**src/rtl/bcd_seg_display_ctrl.sv**
```systemverilog
// bcd_seg_display_ctrl
// Sequential double-dabble binary-to-BCD converter that drives a row of
// active-low seven-segment digits. It supports leading-zero blanking, an
// overflow dash pattern and a whole-display blink. One shift is performed per
// clock. The result registers and the blink state feed a purely combinational
// segment decoder.
module bcd_seg_display_ctrl #(
  parameter int BIN_W     = 8,
  parameter int DIGITS    = 3,
  parameter int BLINK_DIV = 50000000,
  parameter int BLANK_LZ  = 1
) (
  input  logic                  CLOCK_50,
  input  logic                  reset,
  input  logic [BIN_W-1:0]      bin_in,
  input  logic                  load,
  input  logic                  blink_en,
  output logic                  busy,
  output logic                  done,
  output logic                  overflow,
  output logic [4*DIGITS-1:0]   bcd_out,
  output logic [7*DIGITS-1:0]   seg_out
);

  // Scratch digit count is ceil(BIN_W*log10(2))+1, computed in fixed point.
  // It is widened to at least DIGITS so that the low-digit slice always exists.
  localparam int SCR_MIN = (BIN_W * 30103 + 99999) / 100000 + 1;
  localparam int SCR_D   = (SCR_MIN > DIGITS) ? SCR_MIN : DIGITS;
  localparam int SCR_W   = 4 * SCR_D;
  localparam int CNT_W   = $clog2(BIN_W + 1);
  localparam int BLK_W   = (BLINK_DIV > 1) ? $clog2(BLINK_DIV) : 1;

  localparam logic [6:0] SEG_BLANK = 7'b1111111;
  localparam logic [6:0] SEG_DASH  = 7'b0111111;

  typedef enum logic [1:0] {S_IDLE, S_SHIFT, S_DONE} state_t;

  state_t              r_state, w_next;
  logic [BIN_W-1:0]    r_bin;
  logic [SCR_W-1:0]    r_scr;
  logic [CNT_W-1:0]    r_cnt;
  logic [4*DIGITS-1:0] r_bcd;
  logic                r_ovf;
  logic                r_done;
  logic [BLK_W-1:0]    r_blk_cnt;
  logic                r_phase;      // 1 = blank half of the blink period

  logic [SCR_W-1:0]    w_adj;
  logic                w_ovf;
  logic                w_accept;
  logic [DIGITS-1:0]   w_lz;
  logic [7*DIGITS-1:0] w_seg;

  // A load is honoured whenever no shift sequence is running, including the DONE cycle.
  assign w_accept = load && (r_state != S_SHIFT);

  // Double-dabble correction: add 3 to every scratch nibble >= 5 before shifting.
  always_comb begin
    w_adj = '0;
    for (int d = 0; d < SCR_D; d++) begin
      if (r_scr[4*d +: 4] >= 4'd5) w_adj[4*d +: 4] = r_scr[4*d +: 4] + 4'd3;
      else                         w_adj[4*d +: 4] = r_scr[4*d +: 4];
    end
  end

  // Any nonzero scratch digit above the displayed ones means the value does not fit.
  generate
    if (SCR_D > DIGITS) begin : g_ovf
      assign w_ovf = |r_scr[SCR_W-1:4*DIGITS];
    end else begin : g_no_ovf
      assign w_ovf = 1'b0;
    end
  endgenerate

  // FSM state register.
  always_ff @(posedge CLOCK_50 or negedge reset) begin
    if (!reset) r_state <= S_IDLE;
    else        r_state <= w_next;
  end

  // Next-state logic. The last shift happens while the counter reads 1.
  always_comb begin
    w_next = r_state;
    case (r_state)
      S_IDLE:  if (load) w_next = S_SHIFT;
      S_SHIFT: if (r_cnt == CNT_W'(1)) w_next = S_DONE;
      S_DONE:  w_next = load ? S_SHIFT : S_IDLE;
      default: w_next = S_IDLE;
    endcase
  end

  // Conversion datapath: capture the input, shift it through the scratch, and latch the result.
  always_ff @(posedge CLOCK_50 or negedge reset) begin
    if (!reset) begin
      r_bin  <= '0;
      r_scr  <= '0;
      r_cnt  <= '0;
      r_bcd  <= '0;
      r_ovf  <= 1'b0;
      r_done <= 1'b0;
    end else begin
      r_done <= 1'b0;
      if (r_state == S_SHIFT) begin
        {r_scr, r_bin} <= {w_adj[SCR_W-2:0], r_bin, 1'b0};
        r_cnt          <= r_cnt - CNT_W'(1);
      end
      if (r_state == S_DONE) begin
        r_bcd  <= r_scr[4*DIGITS-1:0];
        r_ovf  <= w_ovf;
        r_done <= 1'b1;
      end
      if (w_accept) begin
        r_bin <= bin_in;
        r_scr <= '0;
        r_cnt <= CNT_W'(BIN_W);
      end
    end
  end

  // Blink timebase: the phase toggles every BLINK_DIV enabled cycles and returns to visible when disabled.
  always_ff @(posedge CLOCK_50 or negedge reset) begin
    if (!reset) begin
      r_blk_cnt <= '0;
      r_phase   <= 1'b0;
    end else if (!blink_en) begin
      r_blk_cnt <= '0;
      r_phase   <= 1'b0;
    end else if (r_blk_cnt == BLK_W'(BLINK_DIV - 1)) begin
      r_blk_cnt <= '0;
      r_phase   <= ~r_phase;
    end else begin
      r_blk_cnt <= r_blk_cnt + BLK_W'(1);
    end
  end

  function automatic logic [6:0] seg7(input logic [3:0] d);
    case (d)
      4'd0:    seg7 = 7'b1000000;
      4'd1:    seg7 = 7'b1111001;
      4'd2:    seg7 = 7'b0100100;
      4'd3:    seg7 = 7'b0110000;
      4'd4:    seg7 = 7'b0011001;
      4'd5:    seg7 = 7'b0010010;
      4'd6:    seg7 = 7'b0000010;
      4'd7:    seg7 = 7'b1111000;
      4'd8:    seg7 = 7'b0000000;
      4'd9:    seg7 = 7'b0010000;
      default: seg7 = SEG_BLANK;
    endcase
  endfunction

  // Segment decode. w_lz[k] marks digit k as zero with every digit above it also zero.
  always_comb begin
    logic v_allz;
    v_allz = 1'b1;
    w_lz   = '0;
    w_seg  = '1;
    for (int k = DIGITS - 1; k >= 0; k--) begin
      v_allz  = v_allz && (r_bcd[4*k +: 4] == 4'd0);
      w_lz[k] = v_allz;
    end
    for (int k = 0; k < DIGITS; k++) begin
      if (r_phase)                              w_seg[7*k +: 7] = SEG_BLANK;
      else if (r_ovf)                           w_seg[7*k +: 7] = SEG_DASH;
      else if ((BLANK_LZ != 0) && (k > 0) && w_lz[k]) w_seg[7*k +: 7] = SEG_BLANK;
      else                                      w_seg[7*k +: 7] = seg7(r_bcd[4*k +: 4]);
    end
  end

  assign busy     = (r_state == S_SHIFT);
  assign done     = r_done;
  assign overflow = r_ovf;
  assign bcd_out  = r_bcd;
  assign seg_out  = w_seg;

endmodule

```
**config.mk**
```make
export PLATFORM = sky130hd
export DESIGN_NAME = bcd_seg_display_ctrl
export DESIGN_NICKNAME = d
export VERILOG_FILES = /design/src/rtl/bcd_seg_display_ctrl.sv
export SDC_FILE = /design/constraint.sdc
export NUM_CORES = 1
export LEC_CHECK = 0
export CAP_MARGIN = 30
export CORE_MARGIN = 5
export CORE_UTILIZATION = 55
export CTS_CLUSTER_DIAMETER = 80
export DETAILED_ROUTE_END_ITERATION = 8
export PLACE_DENSITY = 0.82
export SLEW_MARGIN = 30
export SYNTH_ARGS = -nofsm -noshare
export SYNTH_HDL_FRONTEND = slang
export SYNTH_SLANG_ARGS = --single-unit
```
**constraint.sdc**
```tcl
create_clock -name CLOCK_50 -period 2.4 [get_ports CLOCK_50]
set_input_delay 0.72 -clock CLOCK_50 [delete_from_list [all_inputs] [get_ports CLOCK_50]]
set_output_delay 0.72 -clock CLOCK_50 [all_outputs]
set_load 0.01 [all_outputs]
```
## Word-level counts from Yosys, hierarchy flattened

Memory sizes are Yosys's and may differ from the RTL's.
Index checks and enable logic that the tools add are counted.

| word-level totals | value |
|---|---|
| flip-flop bits (word level) | 71 |
| ROM bits | 336 |
| output and inout port bits | 36 |
| word-level logic and storage cells | 66 |
| memories kept | 3 |

| operators by class | value |
|---|---|
| add/subtract/negate cells | 6 |
| magnitude comparators | 4 |
| equality and inequality tests | 8 |
| multiplexer cells | 27 |
| bitwise logic cells | 1 |
| reductions and logical operators | 8 |

Memories:

| name | words | width | rd ports | clocked after memory_dff | write ports | RTL line | source |
|---|---|---|---|---|---|---|---|
| (no name shown) | 16 | 7 | 1 | 0 | 0 | 137 | `case (d)` |
| (no name shown) | 16 | 7 | 1 | 0 | 0 | 137 |  |
| (no name shown) | 16 | 7 | 1 | 0 | 0 | 137 |  |

Operators with widths:

| operator | count |
|---|---|
| two-way mux 7 bit | 8 |
| two-way mux 26 bit | 2 |
| two-way mux 16 bit | 2 |
| adder 26 x 1 -> 26 bit (second input constant) | 1 |
| == test 26 bit (second input constant) | 1 |
| two-way mux 4 bit | 5 |
| >= comparator 4 x 3 -> 1 bit (second input constant) | 4 |
| two-way mux 8 bit | 2 |
| adder 4 x 2 -> 4 bit (second input constant) | 3 |
| zero test 4 bit | 2 |
| != test 2 x 1 -> 1 bit (second input constant) | 3 |
| case mux 2 bit (3 select lines) | 1 |
| == test 4 x 1 -> 1 bit (second input constant) | 1 |
| two-way mux 1 bit | 4 |
| two-way mux 2 bit | 2 |
| OR reduction 4 bit | 1 |
| subtractor 4 x 1 -> 4 bit (second input constant) | 1 |
| adder 3 x 2 -> 3 bit (second input constant) | 1 |
| two-way mux 3 bit | 1 |
| == test 2 x 1 -> 1 bit (second input constant) | 1 |
| == test 2 bit (second input constant) | 1 |
| logical AND 1 bit | 2 |
| zero test 2 bit | 1 |
| != test 2 bit (second input constant) | 1 |
| other kinds (3) | 3 |

## Depth between registers and ports, before layout

Gate-level depths: netlist (run 1).

| logic depth | value |
|---|---|
| word-level depth | 5 |
| gate-level depth with buffers | 6 |
| gate-level depth less buffers | 6 |

## Worst setup path after synthesis (run 1)

No wires, ideal clock.

| path | value |
|---|---|
| path type | register -> output |
| from | register r_bcd[10], in the netlist bcd_out[10] |
| to | output port seg_out[20] |
| data arrival time | 1316 ps |
| slack | 364 ps |
| stages on the path, launching flop included | 6 |
| buffers on the path | 1 |
| cells stage by stage | dfrtp_1 -> clkbuf_1 -> inv_1 -> or3_1 -> o21ai_0 -> o21bai_1 |

| on the way | value |
|---|---|
| cells in the longest elaborated chain, start to end | 4 |
| elaborated cells on any way between the ends | 5 |

RTL lines:

| item | RTL line | source |
|---|---|---|
| start: declaration | 42 | `logic [4*DIGITS-1:0] r_bcd;` |
| start signal: assignment | 108 | `r_bcd <= r_scr[4*DIGITS-1:0];` |
| memory (16 x 7 bit) / zero test 4 bit (equally long branches) | -- |  |
| two-way mux 7 bit (*) | 165 | `else if ((BLANK_LZ != 0) && (k > 0) && w_lz[k]) w_seg[7*k +: 7] = SEG_BLANK;` |
| two-way mux 7 bit (*) | 164 | `else if (r_ovf) w_seg[7*k +: 7] = SEG_DASH;` |
| two-way mux 7 bit (*) | 163 | `if (r_phase) w_seg[7*k +: 7] = SEG_BLANK;` |
| end: declaration | 22 | `output logic [7*DIGITS-1:0] seg_out` |

Mark *: on every way between the ends. The rest lies on a longest branch, timed or not.

## Worst setup path after layout (run 1)

| path | value |
|---|---|
| from | register r_bcd[9], in the netlist bcd_out[9] |
| to | output port seg_out[18] |

The elaborated chain is that of the path after synthesis.

==> results of run 1 <==
cell type report:
class	instances	share of cell area [%]
Clock inverter	6	0.724
Inverter	29	2.17
Sequential cell	71	35.5
Tap cell	99	2.47
Multi-Input combinational cell	336	44.3
Timing Repair Buffer	75	12.1
Clock buffer	10	2.75
power by group through the flow:
stage / Combinational (mW) / Clock, mW / Sequential (mW)
floorplan: 1.50 / 0 / 1.79
CTS: 2.59 / 0.859 / 1.80
global placement: 2.47 / 0 / 1.79
detailed placement: 2.57 / 0 / 1.82
global route: 3.00 / 0.917 / 1.87
finish: 2.71 / 0.831 / 1.82
registers in the layout (all words and copies together) (netlist names):
register / flops
r_cnt: 4
done: 1
r_state: 2
r_phase: 1
bcd_out: 12
r_blk_cnt: 26
overflow: 1
r_scr: 16
r_bin: 8
path summary, 6_finish.rpt:
kind | endpoint | slack (ns) | cells past startpoint | start
max reg2reg | r_blk_cnt[9] | 0.30 | 5 | r_blk_cnt[12]
min reg2reg | r_bin[4] | 0.48 | 2 | r_bin[3]
min in group CLOCK_50 | r_bin[4] | 0.48 | 2 | r_bin[3]
max | seg_out[18] | -0.003 | 7 | bcd_out[9]
min | r_bin[2] | 0.25 | 1 | reset
max in group asynchronous | r_blk_cnt[0] | 1.55 | 2 | reset
kinds of logic (layout without fill, tap and decap cells):
logic type	count (synthesis)	count (layout)	synth area share [%]
mux	13	13	3.30
xor+xnor	19	19	4.07
flops	71	71	43.4
buf+inv	50	120	4.71
fa+ha+maj	27	27	8.25
simple gates	162	162	20.1
compound gates	115	115	16.2
per-layer routing:
layer	GRT usage, %	vias up
li1	-	1735
met4	8.65	0
met5	0	-
met2	33.8	64
met3	3.44	7
met1	26.7	1707
per-stage QoR:
step / instances / hold WS, ns
6_report: 626 / 0.247
4_1_cts: 625 / 0.233
3_5_place_dp: 604 / 0.467
3_3_place_gp: 604 / 0.458
2_1_floorplan: 457 / 0.424
5_1_grt: 626 / 0.235
worst reg2reg max path: cells and delay by family (launching register included):
family	cells	cell delay, ns
buf+inv	1	0.29
flops	1	0.43
simple gates	3	1.07
compound gates	1	0.18
timing repair:
| action | CTS | global route |
|---|---|---|
| setup buffers | 5 | 1 |
| pin swaps | 4 | 3 |
| gates resized for setup | 75 | 41 |
| setup endpoints to repair | 21 | 18 |
| hold buffers | 0 | 0 |
cells in the mapped netlist, types with 3 or more instances:
| cell type | count | area [sq um] |
|---|---|---|
| sky130_fd_sc_hd__dfrtp_1 | 71 | 1780 |
| sky130_fd_sc_hd__o21ai_0 | 56 | 280 |
| sky130_fd_sc_hd__nand2_1 | 54 | 203 |
| sky130_fd_sc_hd__a21oi_1 | 30 | 150 |
| sky130_fd_sc_hd__inv_1 | 28 | 105 |
| sky130_fd_sc_hd__ha_1 | 27 | 338 |
| sky130_fd_sc_hd__nor2_1 | 26 | 97.6 |
| sky130_fd_sc_hd__nand3_1 | 18 | 90.1 |
| sky130_fd_sc_hd__clkbuf_1 | 17 | 63.8 |
| sky130_fd_sc_hd__xnor2_1 | 11 | 96.3 |
| sky130_fd_sc_hd__o31ai_1 | 10 | 75.1 |
| sky130_fd_sc_hd__or3_1 | 10 | 62.6 |
| sky130_fd_sc_hd__or4_1 | 10 | 75.1 |
| sky130_fd_sc_hd__mux2i_1 | 9 | 90.1 |
| sky130_fd_sc_hd__nand2b_1 | 9 | 56.3 |
| sky130_fd_sc_hd__nand4_1 | 8 | 50.1 |
| sky130_fd_sc_hd__nor3_1 | 8 | 40.0 |
| sky130_fd_sc_hd__xor2_1 | 8 | 70.1 |
| sky130_fd_sc_hd__a32o_1 | 4 | 40.0 |
| sky130_fd_sc_hd__buf_2 | 4 | 20.0 |
| sky130_fd_sc_hd__mux2_2 | 4 | 45.0 |
| sky130_fd_sc_hd__a31o_2 | 3 | 26.3 |
| sky130_fd_sc_hd__and2_1 | 3 | 18.8 |
| sky130_fd_sc_hd__and4_1 | 3 | 26.3 |
| sky130_fd_sc_hd__nor2b_1 | 3 | 18.8 |
| sky130_fd_sc_hd__nor3b_1 | 3 | 22.5 |
cell usage in the layout, fill, tap and decap left out, types with 4 or more instances in the layout:
cell                              netlist  layout
sky130_fd_sc_hd__nand2b_1               9       9
sky130_fd_sc_hd__nand3_1               18      18
sky130_fd_sc_hd__xor2_1                 8       8
sky130_fd_sc_hd__inv_2                  0       6
sky130_fd_sc_hd__nor3_1                 8       7
sky130_fd_sc_hd__o21ai_0               56      49
sky130_fd_sc_hd__nor2_1                26      26
sky130_fd_sc_hd__buf_6                  0       4
sky130_fd_sc_hd__dfrtp_1               71      69
sky130_fd_sc_hd__ha_1                  27      21
sky130_fd_sc_hd__mux2i_1                9       9
sky130_fd_sc_hd__clkinv_2               0       4
sky130_fd_sc_hd__buf_2                  4      13
sky130_fd_sc_hd__a21oi_2                1       5
sky130_fd_sc_hd__o21ai_1                1       7
sky130_fd_sc_hd__clkbuf_8               0      10
sky130_fd_sc_hd__o31ai_1               10      10
sky130_fd_sc_hd__a21oi_1               30      26
sky130_fd_sc_hd__or4_1                 10      10
sky130_fd_sc_hd__inv_1                 28      22
sky130_fd_sc_hd__mux2_2                 4       4
sky130_fd_sc_hd__clkdlybuf4s50_1        0      25
sky130_fd_sc_hd__nand4_1                8       8
sky130_fd_sc_hd__clkbuf_2               0       7
sky130_fd_sc_hd__xnor2_1               11      11
sky130_fd_sc_hd__buf_4                  0      23
sky130_fd_sc_hd__nand2_1               54      54
sky130_fd_sc_hd__a32o_1                 4       4
sky130_fd_sc_hd__or3_1                 10       9
==> summary.md, run 1 <==
| Metric | Value |
|---|---|
| Run status | `finished with violations` |
| Violated checks | `negative setup slack` |
| Register area | `~1800 sq um` |
| Kind of cell with the highest combined delay on the critical path | `flip-flops` |
| Static Leak | `between 2 and 2.5 nW` |
| Clock root buffer | `sky130_fd_sc_hd__clkbuf_8` |
| Switching power summed over all nets | `2.18 mW` |
| Syn Inst Count | `roughly 460` |
| Number of cell rows | `31` |
| Final period utilization | `100%` |
| Area of the placeable core | `7250 sq um` |
| Proportion of total power due to net switching | `about two fifths` |
| Fraction of registers with async set/reset | `100%` |
| Setup_tns | `-0.00335 ns` |
| First-pass GRT wire length | `approximately 15000 um` |
| DPL Wire Length | `about 6000 um` |
| Post-Syn Area | `4090 sq um` |
| WP buf/inv | `2` |
| Nature of the critical path startpoint | `register` |
| Post-route DRC | `0` |
| Arrival time worst endpoint | `between 1.5 and 2 ns` |
| Total vias in the final route | `3513` |
| Final setup violation count | `1` |
| Worst path slowest cell | `sky130_fd_sc_hd__dfrtp_1` |
| RSZ-0062 raised after global routing | `yes` |
| Number of synthesis warnings | `0` |
| Largest fanout of any net on the critical path | `5` |
| WS Path Type | `register to output pin` |
| Clock buffer depth | `2` |
| Wire length on met3 | `between 300 and 400 um` |
| Vias in the first global route | `around 3300` |
| Most used flip-flop cell after synthesis | `sky130_fd_sc_hd__dfrtp_1` |
| Mean Syn Cell Area | `approximately 9 sq um` |
| Period minus WS final | `2.40 ns` |
| Antenna-violating nets left | `0` |
| Required @ worst endpoint | `roughly 1.7 ns` |
| Final critical-path setup slack | `-0.00335 ns` |
| Height of the die | `about 96 um` |
| Worst slew margin | `64.7%` |
| Max frequency | `roughly 420 MHz` |
| Clock latency of the later-clocked register in the worst-skew pair | `between 0.3 and 0.4 ns` |
| Clock tree from TritonCTS | `built` |
| Multi-input gate area | `around 2200 sq um` |
| Number of enable-type register cells in the synthesized netlist | `0` |
| DRT Pass-1 Iters | `4` |
| Number of hold violations in the final report | `0` |
| Internal power summed over all cells | `between 3 and 4 mW` |
| Count of max-cap constraint violations | `0` |
| Combinational share of power | `50.6%` |
| Clock transition at path regs | `0.08 ns` |
| Number of pins exceeding their max-slew limit in the final report | `0` |
| Utilization of the core after routing | `69.1%` |
| Wirelength, routed | `8880 um` |
| Fraction of power consumed by the clock network | `15.5%` |
| Slew of the pin with the lowest slew margin | `between 0.5 and 0.6 ns` |
| Area of all placed cells without fillers | `approximately 5000 sq um` |
| Worst Setup Slack post-DPL | `-0.0609 ns` |
| Number of nets produced by synthesis | `between 400 and 500` |
| Sort of element at the end of the critical path | `output pin` |
| IO Port Bufs | `47` |
| Number of buffers added by the clock tree synthesis step | `9` |
| DIE WIDTH | `96.3 um` |
| Fraction of final layout cells with drive strength greater than 1 | `between 10% and 20%` |
| Sequential Power Share | `33.9%` |
| Cells traversed along the worst timing path | `inv_2 > ha_4 > nor3_2 > a21oi_2 > o21ai_1 > nand2_1 > dlygate4sd2_1` |
| M1 wire length | `about 4100 um` |
| H-tree level count | `3` |
| Total track usage | `20.6%` |
| Wire per inst | `between 10 and 15 um` |
| Power per cell area | `around 1100 nW/um^2` |
| Clock sinks | `a little over 70` |
| Total inserted antenna cells | `0` |
| Grt total ovfl | `0` |
| Highest signal layer in the routed design | `met4` |
| Nets@finish | `roughly 560` |
| Highest cell delay on the worst timing path | `roughly 0.39 ns` |
| Antenna violations before repair | `0` |
| Largest net degree at the start of global routing | `between 60 and 70` |
| Amount of wire on met2 after detailed routing | `approximately 4300 um` |
| #FFs+latches synth | `between 70 and 80` |
| Distinct cells, synth | `43` |
| Final clock skew | `between 0.009 and 0.01 ns` |
| Area grow syn2layout | `22.5%` |
| Drt via density | `between 5 and 6` |
| Boundary Pins | `48` |
| Final GP Congestion | `0.808` |
| Post-DP Area | `around 4800 sq um` |
| Share of the yosys chip area belonging to registers | `a little over two fifths` |
| Initial Util | `a little under three fifths` |
| Max VDD drop | `between 0.6 and 0.7 mV` |
| Class of the tightest hold or removal check | `input port to asynchronous set/reset pin` |
| Total Power | `about 5.4 mW` |
| # fillers | `~550` |
| Starting DRT DRC Count | `207` |
| Overall die area | `~9000 sq um` |
Power figures use the tool's default switching activity.
==> inputs of run 2 (changes only) <==
- PLACE_DENSITY: 0.82 -> default
- PLACE_DENSITY_LB_ADDON: default -> 0.15
==> run 2 against run 1 <==
Against the previous run: the run now ends clean; final cell count up 0.48%; count of clock-buffer cells in the layout rose by 3; hold slack improved by 0.082 ns.
==> summary.md, run 2 (synthesis gave the netlist of run 1 again) <==
| Metric | Value |
|---|---|
| Sequential Power Share | `33.0% (-0.9 points)` |
| Total vias in the final route | `3524 (+0.31%)` |
| Fraction of final layout cells with drive strength greater than 1 | `18.7% (-0.30 points)` |
| Vias in the first global route | `3527 (+6.0%)` |
| Area of the placeable core | `7250 sq um (unchanged)` |
| Antenna violations before repair | `0 (unchanged)` |
| Height of the die | `96.3 um (unchanged)` |
| Max VDD drop | `0.567 mV (-12%)` |
| Critical Path End | `seg_out[20]` |
| Final clock skew | `0.00892 ns (-0.000563 ns)` |
| Number of pins exceeding their max-slew limit in the final report | `0 (unchanged)` |
| Starting DRT DRC Count | `119 (-43%)` |
| Worst Reg2Reg Path Length in Cells | `4 (-1)` |
| Nets@finish | `564 (+0.53%)` |
| Worst reg-to-reg setup slack | `0.30 ns (about the same)` |
| Number of buffers added by the clock tree synthesis step | `9 (unchanged)` |
| H-tree level count | `3 (unchanged)` |
| Arrival time worst endpoint | `1.66 ns (-0.02 ns)` |
| Period minus WS final | `2.38 ns (-0.0259 ns)` |
| Final period utilization | `99.1% (-1.1 points)` |
| Capture instance of the worst register-to-register path | `r_blk_cnt[25]` |
| Post-DP Area | `4790 sq um (+0.31%)` |
| Number of cell rows | `31 (unchanged)` |
| Power per cell area | `1090 nW/um^2 (+1.8%)` |
| Hold buffer count at cts | `0 (unchanged)` |
| Final setup violation count | `0 (-1)` |
| Run status | `finished, final reports clean` |
| DIE WIDTH | `96.3 um (unchanged)` |
| Area grow syn2layout | `24.2%` |
| Fraction of power consumed by the clock network | `17.9% (+2.4 points)` |
| Count of max-cap constraint violations | `0 (unchanged)` |
| Total Power | `5.53 mW (+3.2%)` |
| Clock transition at path regs | `0.07 ns (about the same)` |
| Clock root buffer | `sky130_fd_sc_hd__clkbuf_8` |
| Overall die area | `9270 sq um (unchanged)` |
| Final GP Congestion | `0.799 (-1.1%)` |
| Boundary Pins | `48 (unchanged)` |
| Sort of element at the end of the critical path | `output pin` |
| Slew of the pin with the lowest slew margin | `0.537 ns (+0.00807 ns)` |
| RSZ-0062 raised after global routing | `yes` |
| Most common cell after layout, fill and taps aside | `sky130_fd_sc_hd__dfrtp_1` |
| First-pass GRT wire length | `15400 um (+3.0%)` |
| Grt total ovfl | `0 (unchanged)` |
| Area of all placed cells without fillers | `5080 sq um (+1.4%)` |
| Proportion of total power due to net switching | `39.2% (-1.5 points)` |
| Clock buffer depth | `2 (unchanged)` |
| Most flops, register | `r_blk_cnt` |
| Clock tree from TritonCTS | `built` |
| Commonest cells after routing, fill and taps aside | `69 x sky130_fd_sc_hd__dfrtp_1, 54 x sky130_fd_sc_hd__nand2_1, 43 x sky130_fd_sc_hd__o21ai_0` |
| Initial Util | `56.4% (unchanged)` |
| Class of the tightest hold or removal check | `input port to asynchronous set/reset pin` |
| Wirelength, routed | `9010 um (+1.4%)` |
| Antenna-violating nets left | `0 (unchanged)` |
| Wire per inst | `14.3 um (+0.96%)` |
| Required @ worst endpoint | `1.68 ns (about the same)` |
| Largest net degree at the start of global routing | `53 (-15%)` |
| DRT Pass-1 Iters | `4 (unchanged)` |
| Nature of the critical path startpoint | `register` |
| DPL Wire Length | `6300 um (+2.1%)` |
| Combinational share of power | `49.1% (-1.5 points)` |
| Clock latency of the later-clocked register in the worst-skew pair | `0.35 ns (about the same)` |
| IO Port Bufs | `47 (unchanged)` |
| Total track usage | `21.1% (+0.52 points)` |
| Total inserted antenna cells | `0 (unchanged)` |
| Largest fanout of any net on the critical path | `4 (-1)` |
| Switching power summed over all nets | `2.17 mW (-0.57%)` |
| Clock sinks | `71 (unchanged)` |
| Max frequency | `421 MHz (+1.1%)` |
| Critical R2R Launch | `r_blk_cnt[5]` |
| Min Hold Slack | `0.329 ns (+0.0819 ns)` |
| Internal power summed over all cells | `3.37 mW (+5.8%)` |
| Post-route DRC | `0 (unchanged)` |
| Crit path from | `bcd_out[8]` |
| Number of flip-flops in the largest register | `26 (unchanged)` |
| Number of hold violations in the final report | `0 (unchanged)` |
| Static Leak | `2.19 nW (+1.5%)` |
| WS Path Type | `register to output pin` |
| Worst slew margin | `64.1% (-0.54 points)` |
| Drt via density | `5.60 (-0.17%)` |
-- run 2: cell types whose count changed in the layout (fill, tap and decap cells not counted), sizes merged --
cell / previous run / this run
buf: 41 / 48
clkinvlp: 1 / 0
clkdlybuf4s15: 0 / 1
bufinv: 0 / 1
clkbuf: 17 / 14
dlygate4sd2: 2 / 3
clkinv: 6 / 3
-- run 2: critical path, stage by stage, from the launching register on --
cell and delay, ns:
sky130_fd_sc_hd__dfrtp_1 0.41, sky130_fd_sc_hd__buf_6 0.14, sky130_fd_sc_hd__ha_4 0.15, sky130_fd_sc_hd__or3_1 0.33, sky130_fd_sc_hd__o21ai_1 0.08, sky130_fd_sc_hd__o21bai_1 0.07
sky130_fd_sc_hd__buf_2 0.14
-- run 2: final cells by class --
class | count | area (sq um)
inverters | 29 | 109
flip-flops and latches | 71 | 1780
repair buffers | 78 | 644
clock inverters | 3 | 40.0
well taps | 99 | 124
clock buffers | 13 | 169
multi-input cells | 336 | 2220
fillers | 576 | 2170
-- run 2: timing repair --
action,4_1_cts,5_1_grt
setup endpoints to repair,21,18
gates resized for setup,85,38
endpoints found under the hold margin,0,0
buffers inserted,8,0
pin swaps,4,9
-- run 2: worst min-delay path by stage --
stage	from	end	slack [ns]	depth (start not counted)
3_5_place_dp	r_bin[7]	r_scr[0]	0.47	2
4_1_cts	reset	r_bin[4]	0.33	1
2_1_floorplan	reset	bcd_out[0]	0.42	0
3_3_place_gp	r_bin[0]	r_bin[1]	0.46	2
5_1_grt	reset	r_bin[4]	0.35	1
6_report	reset	r_bin[4]	0.33	1
-- run 2: power by group through the flow --
stage / combinational [mW] / clock (mW) / sequential [mW]
after global placement: 2.50 / 0 / 1.80
after global routing: 3.05 / 1.07 / 1.88
after CTS: 2.59 / 1.02 / 1.80
final: 2.72 / 0.992 / 1.83
after detailed placement: 2.59 / 0 / 1.82
after floorplan: 1.50 / 0 / 1.79
-- run 2: through the flow --
stage	TNS [ns]	util [%]	setup WS, ns	std cells
finish	0	70.1	0.0225	629
global route	-0.331	70.1	-0.0537	629
CTS	0	68.9	0.0127	629
detailed placement	-0.0171	66.1	-0.00738	606
global placement	0	66.1	0.0302	606
floorplan	0	-	0.364	457
-- run 2: layer usage --
| metal | track usage [%] | up-vias | routed length (um) |
|---|---|---|---|
| li1 | - | 1734 | - |
| met1 | 25.1 | 1701 | 3970 |
| met2 | 36.8 | 72 | 4470 |
| met3 | 3.13 | 17 | 369 |
| met4 | 10.4 | 0 | 200 |
| met5 | 0 | - | 0 |
